**config.mk**
```make
export PLATFORM = sky130hd
export DESIGN_NAME = regfile_wb_arbiter
export DESIGN_NICKNAME = d
export VERILOG_FILES = /design/src/rtl/regfile_wb_arbiter.sv
export SDC_FILE = /design/constraint.sdc
export NUM_CORES = 1
export LEC_CHECK = 0
export ABC_AREA = 1
export CORE_MARGIN = 2
export CORE_UTILIZATION = 52
export CTS_BUF_LIST = sky130_fd_sc_hd__clkbuf_4
export DETAILED_ROUTE_END_ITERATION = 7
export PLACE_DENSITY = 0.78
export SYNTH_ARGS = -nofsm -noshare
export SYNTH_HDL_FRONTEND = slang
export SYNTH_SLANG_ARGS = --single-unit
export TNS_END_PERCENT = 20
```
**constraint.sdc**
```tcl
create_clock -name clk -period 2.6 [get_ports clk]
set_input_delay 0.39 -clock clk [delete_from_list [all_inputs] [get_ports clk]]
set_output_delay 0.39 -clock clk [all_outputs]
set_load 0.01 [all_outputs]
```
**src/rtl/regfile_wb_arbiter.sv**
```systemverilog
// Shares the register-file write port among NUM_REQ writeback sources.
// Each source has a small FIFO; a round-robin arbiter drains one head per cycle.
module regfile_wb_arbiter #(
  parameter int NUM_REQ = 4,
  parameter int DEPTH   = 2
) (
  input  logic                       clk,
  input  logic                       rst,
  input  logic                       flush,
  input  logic [NUM_REQ-1:0]         req_valid,
  output logic [NUM_REQ-1:0]         req_ready,
  input  logic [NUM_REQ*5-1:0]       req_addr,
  input  logic [NUM_REQ*32-1:0]      req_data,
  output logic                       rd_we,
  output logic [4:0]                 rd_addr,
  output logic [31:0]                rd_wdata,
  output logic [$clog2(NUM_REQ)-1:0] grant_idx,
  output logic                       idle
);

  localparam int IW = $clog2(NUM_REQ);
  localparam int PW = $clog2(DEPTH);
  localparam int CW = $clog2(DEPTH + 1);

  logic [4:0]    addr_mem_q [NUM_REQ][DEPTH];
  logic [4:0]    addr_mem_d [NUM_REQ][DEPTH];
  logic [31:0]   data_mem_q [NUM_REQ][DEPTH];
  logic [31:0]   data_mem_d [NUM_REQ][DEPTH];
  logic [CW-1:0] count_q  [NUM_REQ];
  logic [CW-1:0] count_d  [NUM_REQ];
  logic [PW-1:0] wr_ptr_q [NUM_REQ];
  logic [PW-1:0] wr_ptr_d [NUM_REQ];
  logic [PW-1:0] rd_ptr_q [NUM_REQ];
  logic [PW-1:0] rd_ptr_d [NUM_REQ];

  logic [IW-1:0] rr_ptr_q, rr_ptr_d;
  logic [IW-1:0] grant_idx_q, grant_idx_d;
  logic          rd_we_q, rd_we_d;
  logic [4:0]    rd_addr_q, rd_addr_d;
  logic [31:0]   rd_wdata_q, rd_wdata_d;

  logic               gnt_valid;
  logic [IW-1:0]      winner;
  logic [NUM_REQ-1:0] nonempty;
  logic [NUM_REQ-1:0] enq;
  logic [NUM_REQ-1:0] deq;

  // Ready comes from registered count only; x0 writes handshake but are not stored.
  always_comb begin
    for (int i = 0; i < NUM_REQ; i++) begin
      nonempty[i]  = (count_q[i] != '0);
      req_ready[i] = (count_q[i] != CW'(DEPTH));
      enq[i]       = req_valid[i] && req_ready[i] && (req_addr[5*i +: 5] != 5'd0) && !flush;
    end
  end

  always_comb begin
    int idx;
    gnt_valid = 1'b0;
    winner    = '0;
    idx       = 0;
    for (int k = 0; k < NUM_REQ; k++) begin
      idx = (int'(rr_ptr_q) + k) % NUM_REQ;
      if (!gnt_valid && nonempty[IW'(idx)]) begin
        gnt_valid = 1'b1;
        winner    = IW'(idx);
      end
    end
  end

  always_comb begin
    rr_ptr_d = rr_ptr_q;
    if (gnt_valid && !flush) begin
      rr_ptr_d = (winner == IW'(NUM_REQ - 1)) ? '0 : winner + IW'(1);
    end
  end

  always_comb begin
    addr_mem_d = addr_mem_q;
    data_mem_d = data_mem_q;
    count_d    = count_q;
    wr_ptr_d   = wr_ptr_q;
    rd_ptr_d   = rd_ptr_q;
    deq        = '0;
    for (int i = 0; i < NUM_REQ; i++) begin
      deq[i] = gnt_valid && (winner == IW'(i));
      if (flush) begin
        count_d[i]  = '0;
        wr_ptr_d[i] = '0;
        rd_ptr_d[i] = '0;
      end else begin
        if (enq[i]) begin
          addr_mem_d[i][wr_ptr_q[i]] = req_addr[5*i +: 5];
          data_mem_d[i][wr_ptr_q[i]] = req_data[32*i +: 32];
          wr_ptr_d[i]                = wr_ptr_q[i] + PW'(1);
        end
        if (deq[i]) begin
          rd_ptr_d[i] = rd_ptr_q[i] + PW'(1);
        end
        case ({enq[i], deq[i]})
          2'b10:   count_d[i] = count_q[i] + CW'(1);
          2'b01:   count_d[i] = count_q[i] - CW'(1);
          default: count_d[i] = count_q[i];
        endcase
      end
    end
  end

  always_comb begin
    rd_we_d     = gnt_valid && !flush;
    rd_addr_d   = rd_addr_q;
    rd_wdata_d  = rd_wdata_q;
    grant_idx_d = grant_idx_q;
    if (rd_we_d) begin
      rd_addr_d   = addr_mem_q[winner][rd_ptr_q[winner]];
      rd_wdata_d  = data_mem_q[winner][rd_ptr_q[winner]];
      grant_idx_d = winner;
    end
  end

  always_ff @(posedge clk) begin
    if (rst) begin
      count_q     <= '{default: '0};
      wr_ptr_q    <= '{default: '0};
      rd_ptr_q    <= '{default: '0};
      rr_ptr_q    <= '0;
      rd_we_q     <= 1'b0;
      rd_addr_q   <= '0;
      rd_wdata_q  <= '0;
      grant_idx_q <= '0;
    end else begin
      count_q     <= count_d;
      wr_ptr_q    <= wr_ptr_d;
      rd_ptr_q    <= rd_ptr_d;
      rr_ptr_q    <= rr_ptr_d;
      rd_we_q     <= rd_we_d;
      rd_addr_q   <= rd_addr_d;
      rd_wdata_q  <= rd_wdata_d;
      grant_idx_q <= grant_idx_d;
    end
  end

  // Storage needs no reset; counts and pointers alone define what is valid.
  always_ff @(posedge clk) begin
    addr_mem_q <= addr_mem_d;
    data_mem_q <= data_mem_d;
  end

  assign rd_we     = rd_we_q;
  assign rd_addr   = rd_addr_q;
  assign rd_wdata  = rd_wdata_q;
  assign grant_idx = grant_idx_q;
  assign idle      = (nonempty == '0) && !rd_we_q;

endmodule

```
==> results of run 1 <==
state kept, by name, indices dropped and copies added (netlist names):
| register | flops |
|---|---|
| data_mem_q | 256 |
| grant_idx | 2 |
| rr_ptr_q | 2 |
| rd_addr | 5 |
| addr_mem_q | 40 |
| count_q | 8 |
| rd_wdata | 32 |
| rd_ptr_q | 4 |
| rd_we | 1 |
| wr_ptr_q | 4 |
final cells by class:
cell class	count	share of cell area, %
well taps	384	2.49
multi-input cells	1013	22.9
flip-flops and latches	354	52.2
diodes	7	0.0908
clock buffers	147	5.72
inverters	105	2.06
repair buffers	246	13.6
clock inverters	23	0.908
layer usage:
metal	part of all wire [%]	vias to the layer above	wire length, um	GRT usage [%]
met2	49	537	19800	43.6
met1	39	5707	15700	32.1
met3	8.8	111	3540	6.35
met5	0.15	-	59	0
li1	-	5712	-	-
met4	3.0	8	1220	10.8
cell usage in the layout (no fill, tap or decap), types with 3 or more instances in the layout:
master and count:
ha_1 4, nand3_1 190, inv_2 19, nor2_2 4, nor3b_1 8, diode_2 7
inv_1 86, nor2_1 21, edfxtp_1 296, dfxtp_2 5, nor2_4 15, dfxtp_1 52
nand2_1 692, nand4_1 6, nand2_2 11, clkinv_1 16, a21oi_1 46, buf_4 25
bufinv_16 3, o211ai_1 3, buf_12 15, nor3_1 4, clkdlybuf4s50_1 197, buf_16 3
clkbuf_4 147
critical path, delay by kind of cell (launching register included):
family	cells	cell delay, ns
simple gates	9	0.94
compound gates	3	0.59
flops	1	0.43
buf+inv	3	0.43
kinds of logic after synthesis:
| family | synth area share [%] |
|---|---|
| flops | 66.0 |
| simple gates | 25.9 |
| buf+inv | 5.85 |
| fa+ha+maj | 0.329 |
| xor+xnor | 0.115 |
| compound gates | 1.86 |
through the flow:
step | cell area, um^2 | util, % | setup TNS (ns)
3_5_place_dp | 17800 | 61.9 | 0
4_1_cts | 19100 | 66.4 | 0
6_report | 19300 | 67.0 | 0
3_3_place_gp | 17800 | 61.9 | 0
2_1_floorplan | 15200 | - | -35.82
5_1_grt | 19300 | 67.0 | -0.391
worst min path at each step:
stage                                   startpoint                       end  slack, ns  depth (start not counted)
after floorplan           rd_ptr_q[2]$_SDFFE_PP0P_  rd_ptr_q[2]$_SDFFE_PP0P_       0.44                          2
after global placement    rd_ptr_q[1]$_SDFFE_PP0P_  rd_ptr_q[1]$_SDFFE_PP0P_       0.45                          2
after detailed placement  rd_ptr_q[2]$_SDFFE_PP0P_  rd_ptr_q[2]$_SDFFE_PP0P_       0.46                          2
after CTS                                      rst  rr_ptr_q[0]$_SDFFE_PP0P_       0.01                          4
after global routing                           rst  rr_ptr_q[0]$_SDFFE_PP0P_       0.03                          4
final                                          rst  rr_ptr_q[0]$_SDFFE_PP0P_       0.03                          4
what timing repair did:
action	4_1_cts	5_1_grt
setup endpoints to repair	2	39
setup buffers	0	5
cloned	0	2
pin swaps	0	6
gates resized for setup	5	22
hold endpoints to repair	0	0
==> metrics.yaml, run 1 <==
synthesis:
  yosysTopAreaCell: "edfxtp_1"
  netlist_area_um2: 15200
  async_reset_ff_share_pct: 0
  synth_top_cell_area_share_pct: 58.4
  ys_top_cells_by_count: "nand2_1 (699), edfxtp_1 (296), nand3_1 (190)"
  ys_ff_latch: 354
  ys_seq_area_share_pct: 66.0
  synth_edf_count: 296
  syn_inst: 1558
  ys_top_cells_by_area: "edfxtp_1 (58%), nand2_1 (17%), dfxtp_1 (7.6%), nand3_1 (6.2%), inv_1 (2.1%)"
  synth_nets: 1717
  yosysUniqueCellTypes: 29
  yosysWarnings: 0
  yosysMostFrequentCell: "nand2_1"
  synth_ff_type: "edfxtp_1"
  syn_area_per_cell_um2: 9.78
grt:
  overflow: 0
  grt_usage_pct: 25.9
  grt_max_degree: 119
  antenna_found_initial: 9
  first_global_vias: 11887
  grt_pass1_wl_um: 61400
die:
  die-area_um2: 30700
  start_util_pct: 52.9
  rows: 62
  die_h_um: 175
  io_pins: 200
  coreArea_um2: 28800
  die_w_um: 175
outcome:
  outcome: "complete, no violations"
setup_path:
  reg2reg_to: "rd_addr[1]$_SDFFE_PP0P_"
  cp_data_arrival_time_ns: 3.11
  r2r-start: "count_q[5]$_SDFFE_PP0P_"
  path_cells: "nor2_4, nand2_2, nand2_2, nor2_4, inv_2, a21oi_2, nand2_1, a21oi_4, buf_4, nand2_1, nand2_1, inv_1, nand2_1, nand3_1, a21oi_1"
  critPathLaunch: "count_q[5]$_SDFFE_PP0P_"
  required_ns: 3.21
  rrSetupSlack_ns: 0.10
  critPathSlowestCell: "dfxtp_1"
  crit_fanout: 24
  critPathCapture: "rd_addr[1]$_SDFFE_PP0P_"
  setup.worst_path.class: "flop to flop"
  reg2regPathDepth: 15
  cpPeakStageDelay_ns: 0.43
  start_kind: "flop"
  path_common_cell: "nand2_1"
  end_kind: "flop"
finish:
  area_growth_pct: 26.6
  fin_nets: 1971
  drive_gt1_share_pct: 13.9
  final_cells: 2279
  fillers: 2153
  multiInputGateArea_um2: 4420
  regArea_um2: 10100
clock_network:
  clk_path_buf_depth: 3
  clock_insertion_delay_worst_skew_ns: 0.72
  clkTransAtPathRegs_ns: 0.06
  h-tree-depth: 3
  cts_tree: "built"
  clkSinkCount: 354
  cts-hold-fix-buffers: 0
  cts_buffers: 92
  cts_root_buf: "clkbuf_4"
drt:
  vias: 12075
  vias_per_cell: 5.30
  drc_errors: 0
  drtAntennaViolNets: 0
  wirelength_um: 40300
  dr.pass1.iters: 7
  wl_per_cell_um: 17.7
  drt_iter0_drc: 1118
placed_design:
  place_ws_ns: 0.0290
  dpl.hpwl_um: 25200
  routabilityCongestion: 0.877
  port_buffers: 199
  place_inst: 2095
sta:
  fin_crit_sh_pct: 96.1
  worst_hold_slack_ns: 0.0328
  fin_crit_ns: 2.50
  slew_headroom_pct: 55.2
  fmax_mhz: 400
  worst_slew_pin_slew_ns: 0.670
  final-setup-viol-count: 0
  finalMaxSlewViolations: 0
  worst_slack_ns: 0.102
  hold_viol: 0
  finClkSkew_ns: 0.0529
run:
  maxCapViolations: 0
hold_path:
  min_path_type: "input port to flop"
Power of run 1 is left out: the tool's default activity adds up to more than one toggle a clock period on the data nets, which glitch-free logic cannot reach.
==> run 2, diff against run 1 <==
CORE_UTILIZATION = 60   (was 52)
PLACE_DENSITY = 0.85   (was 0.78)
clock period = 3.15 ns   (was 2.6 ns; I/O delays follow)
==> metrics.yaml, run 2 (synthesized netlist as in run 1, its figures left out) <==
outcome:
  outcome: "complete, no violations"
setup_path:
  setup.worst_path.class: "flop to output port"
  critPathSlowestCell: "clkdlybuf4s50_1"
  start_kind: "flop"
  end_kind: "output port"
  cpPeakStageDelay_ns: 0.56
  reg2regPathDepth: 18
  rrSetupSlack_ns: 0.46
  r2r-start: "rr_ptr_q[0]$_SDFFE_PP0P_"
  path_cells: "nor2_1, nand4_1, nor2_1, clkdlybuf4s50_1"
  path_common_cell: "nor2_1"
  crit_fanout: 5
  cp_data_arrival_time_ns: 2.29
  required_ns: 2.68
  reg2reg_to: "count_q[7]$_SDFFE_PP0P_"
drt:
  vias_per_cell: 5.48
  dr.pass1.iters: 5
  drt_iter0_drc: 1144
  drtAntennaViolNets: 0
  wl_per_cell_um: 18.3
  wirelength_um: 40300
  drc_errors: 0
  vias: 12073
grt:
  grt_usage_pct: 30.5
  first_global_vias: 12170
  antenna_found_initial: 6
  grt_pass1_wl_um: 62000
  grt_max_degree: 101
  overflow: 0
clock_network:
  cts_root_buf: "clkbuf_4"
  clkTransAtPathRegs_ns: 0.06
  clk_path_buf_depth: 3
  cts_setup_buffers: 0
  cts_resized: 0
  cts_buffers: 88
  clock_insertion_delay_worst_skew_ns: 0.72
  cts-hold-fix-buffers: 0
  cts_tree: "built"
  clkSinkCount: 354
  h-tree-depth: 3
sta:
  fin_crit_ns: 2.76
  worst_slew_pin_slew_ns: 0.609
  fin_crit_sh_pct: 87.6
  finalMaxSlewViolations: 0
  hold_viol: 0
  finClkSkew_ns: 0.0294
  fmax_mhz: 362
  rsz0062_at_grt: "no"
  slew_headroom_pct: 59.3
  tns_ns: 0
  final-setup-viol-count: 0
finish:
  area_growth_pct: 23.2
  top_register: "data_mem_q"
  fillers: 1614
  layout_common_cells: "nand2_1 (697), edfxtp_1 (296), clkdlybuf4s50_1 (198)"
  largest_register_ffs: 256
  final_common_cell: "nand2_1"
  fin_nets: 1955
  drive_gt1_share_pct: 11.9
die:
  io_pins: 200
  rows: 58
  coreArea_um2: 25000
  start_util_pct: 60.8
  die-area_um2: 26700
  die_w_um: 163
  die_h_um: 163
placed_design:
  routabilityCongestion: 0.853
  dpl.hpwl_um: 25600
  port_buffers: 199
hold_path:
  min_to: "rr_ptr_q[1]$_SDFFE_PP0P_"
  hold_start: "rst"
  hold-path-cell-count: 4
  min_path_type: "input port to flop"
run:
  maxCapViolations: 0
## run 2: cell count changes in the layout (fill, tap and decap cells not counted), moves of 3 or more
cell / change
clkbuf_4: -17
buf_12: -9
clkinv_1: +8
dfxtp_1: +6
dfxtp_2: -5
nand2_1: +5
nand2_2: -5
nor2_4: -5
buf_4: +4
buf_16: -3
nor2_1: +3
## run 2: layout make-up
cell class / count / area (um^2) / area share [%]
Antenna cell: 6 / 15.0 / 0.0800
Timing Repair Buffer: 234 / 2320 / 12.4
Clock buffer: 130 / 976 / 5.20
Inverter: 105 / 397 / 2.11
Multi-Input combinational cell: 1013 / 4370 / 23.3
Tap cell: 330 / 413 / 2.20
Clock inverter: 33 / 219 / 1.17
Sequential cell: 354 / 10000 / 53.6
## run 2: through the flow
step	setup WS (ns)	cell area, um^2	hold WS, ns	utilization (%)	cells
final	0.390	18800	0.144	74.9	2205
after CTS	0.379	18700	0.107	74.9	2199
after detailed placement	0.499	17600	0.456	70.1	2036
after floorplan	0.336	15200	0.439	-	1558
after global placement	0.551	17600	0.448	70.1	2036
after global routing	0.184	18800	0.161	74.9	2201
## run 2: routing by layer
layer / global-route usage, % / wire length [um] / share of wire [%] / vias up
li1: - / - / - / 5661
met1: 37.1 / 14800 / 37 / 5652
met2: 51.5 / 19900 / 49 / 641
met3: 7.06 / 4050 / 10 / 115
met4: 14.8 / 1520 / 3.8 / 4
met5: 0 / 30 / 0.074 / -
## run 2: how the worst max path moves through the flow
stage,startpoint,to,cells past startpoint
final,count_q[4]$_SDFFE_PP0P_,idle,4
after global routing,rr_ptr_q[0]$_SDFFE_PP0P_,count_q[7]$_SDFFE_PP0P_,19
after CTS,count_q[7]$_SDFFE_PP0P_,idle,4
after detailed placement,rr_ptr_q[0]$_SDFFE_PP0P_,rd_wdata[27]$_SDFFE_PP0P_,18
after global placement,flush,data_mem_q[150]$_DFFE_PP_,5
after floorplan,flush,addr_mem_q[20]$_DFFE_PP_,3
## run 2: critical path: cells and delay by family, from the launching register on
| kind | cells | cell delay [ns] |
|---|---|---|
| simple gates | 3 | 0.69 |
| buf+inv | 1 | 0.56 |
| flops | 1 | 0.34 |
Power of run 2 is left out for the same reason.
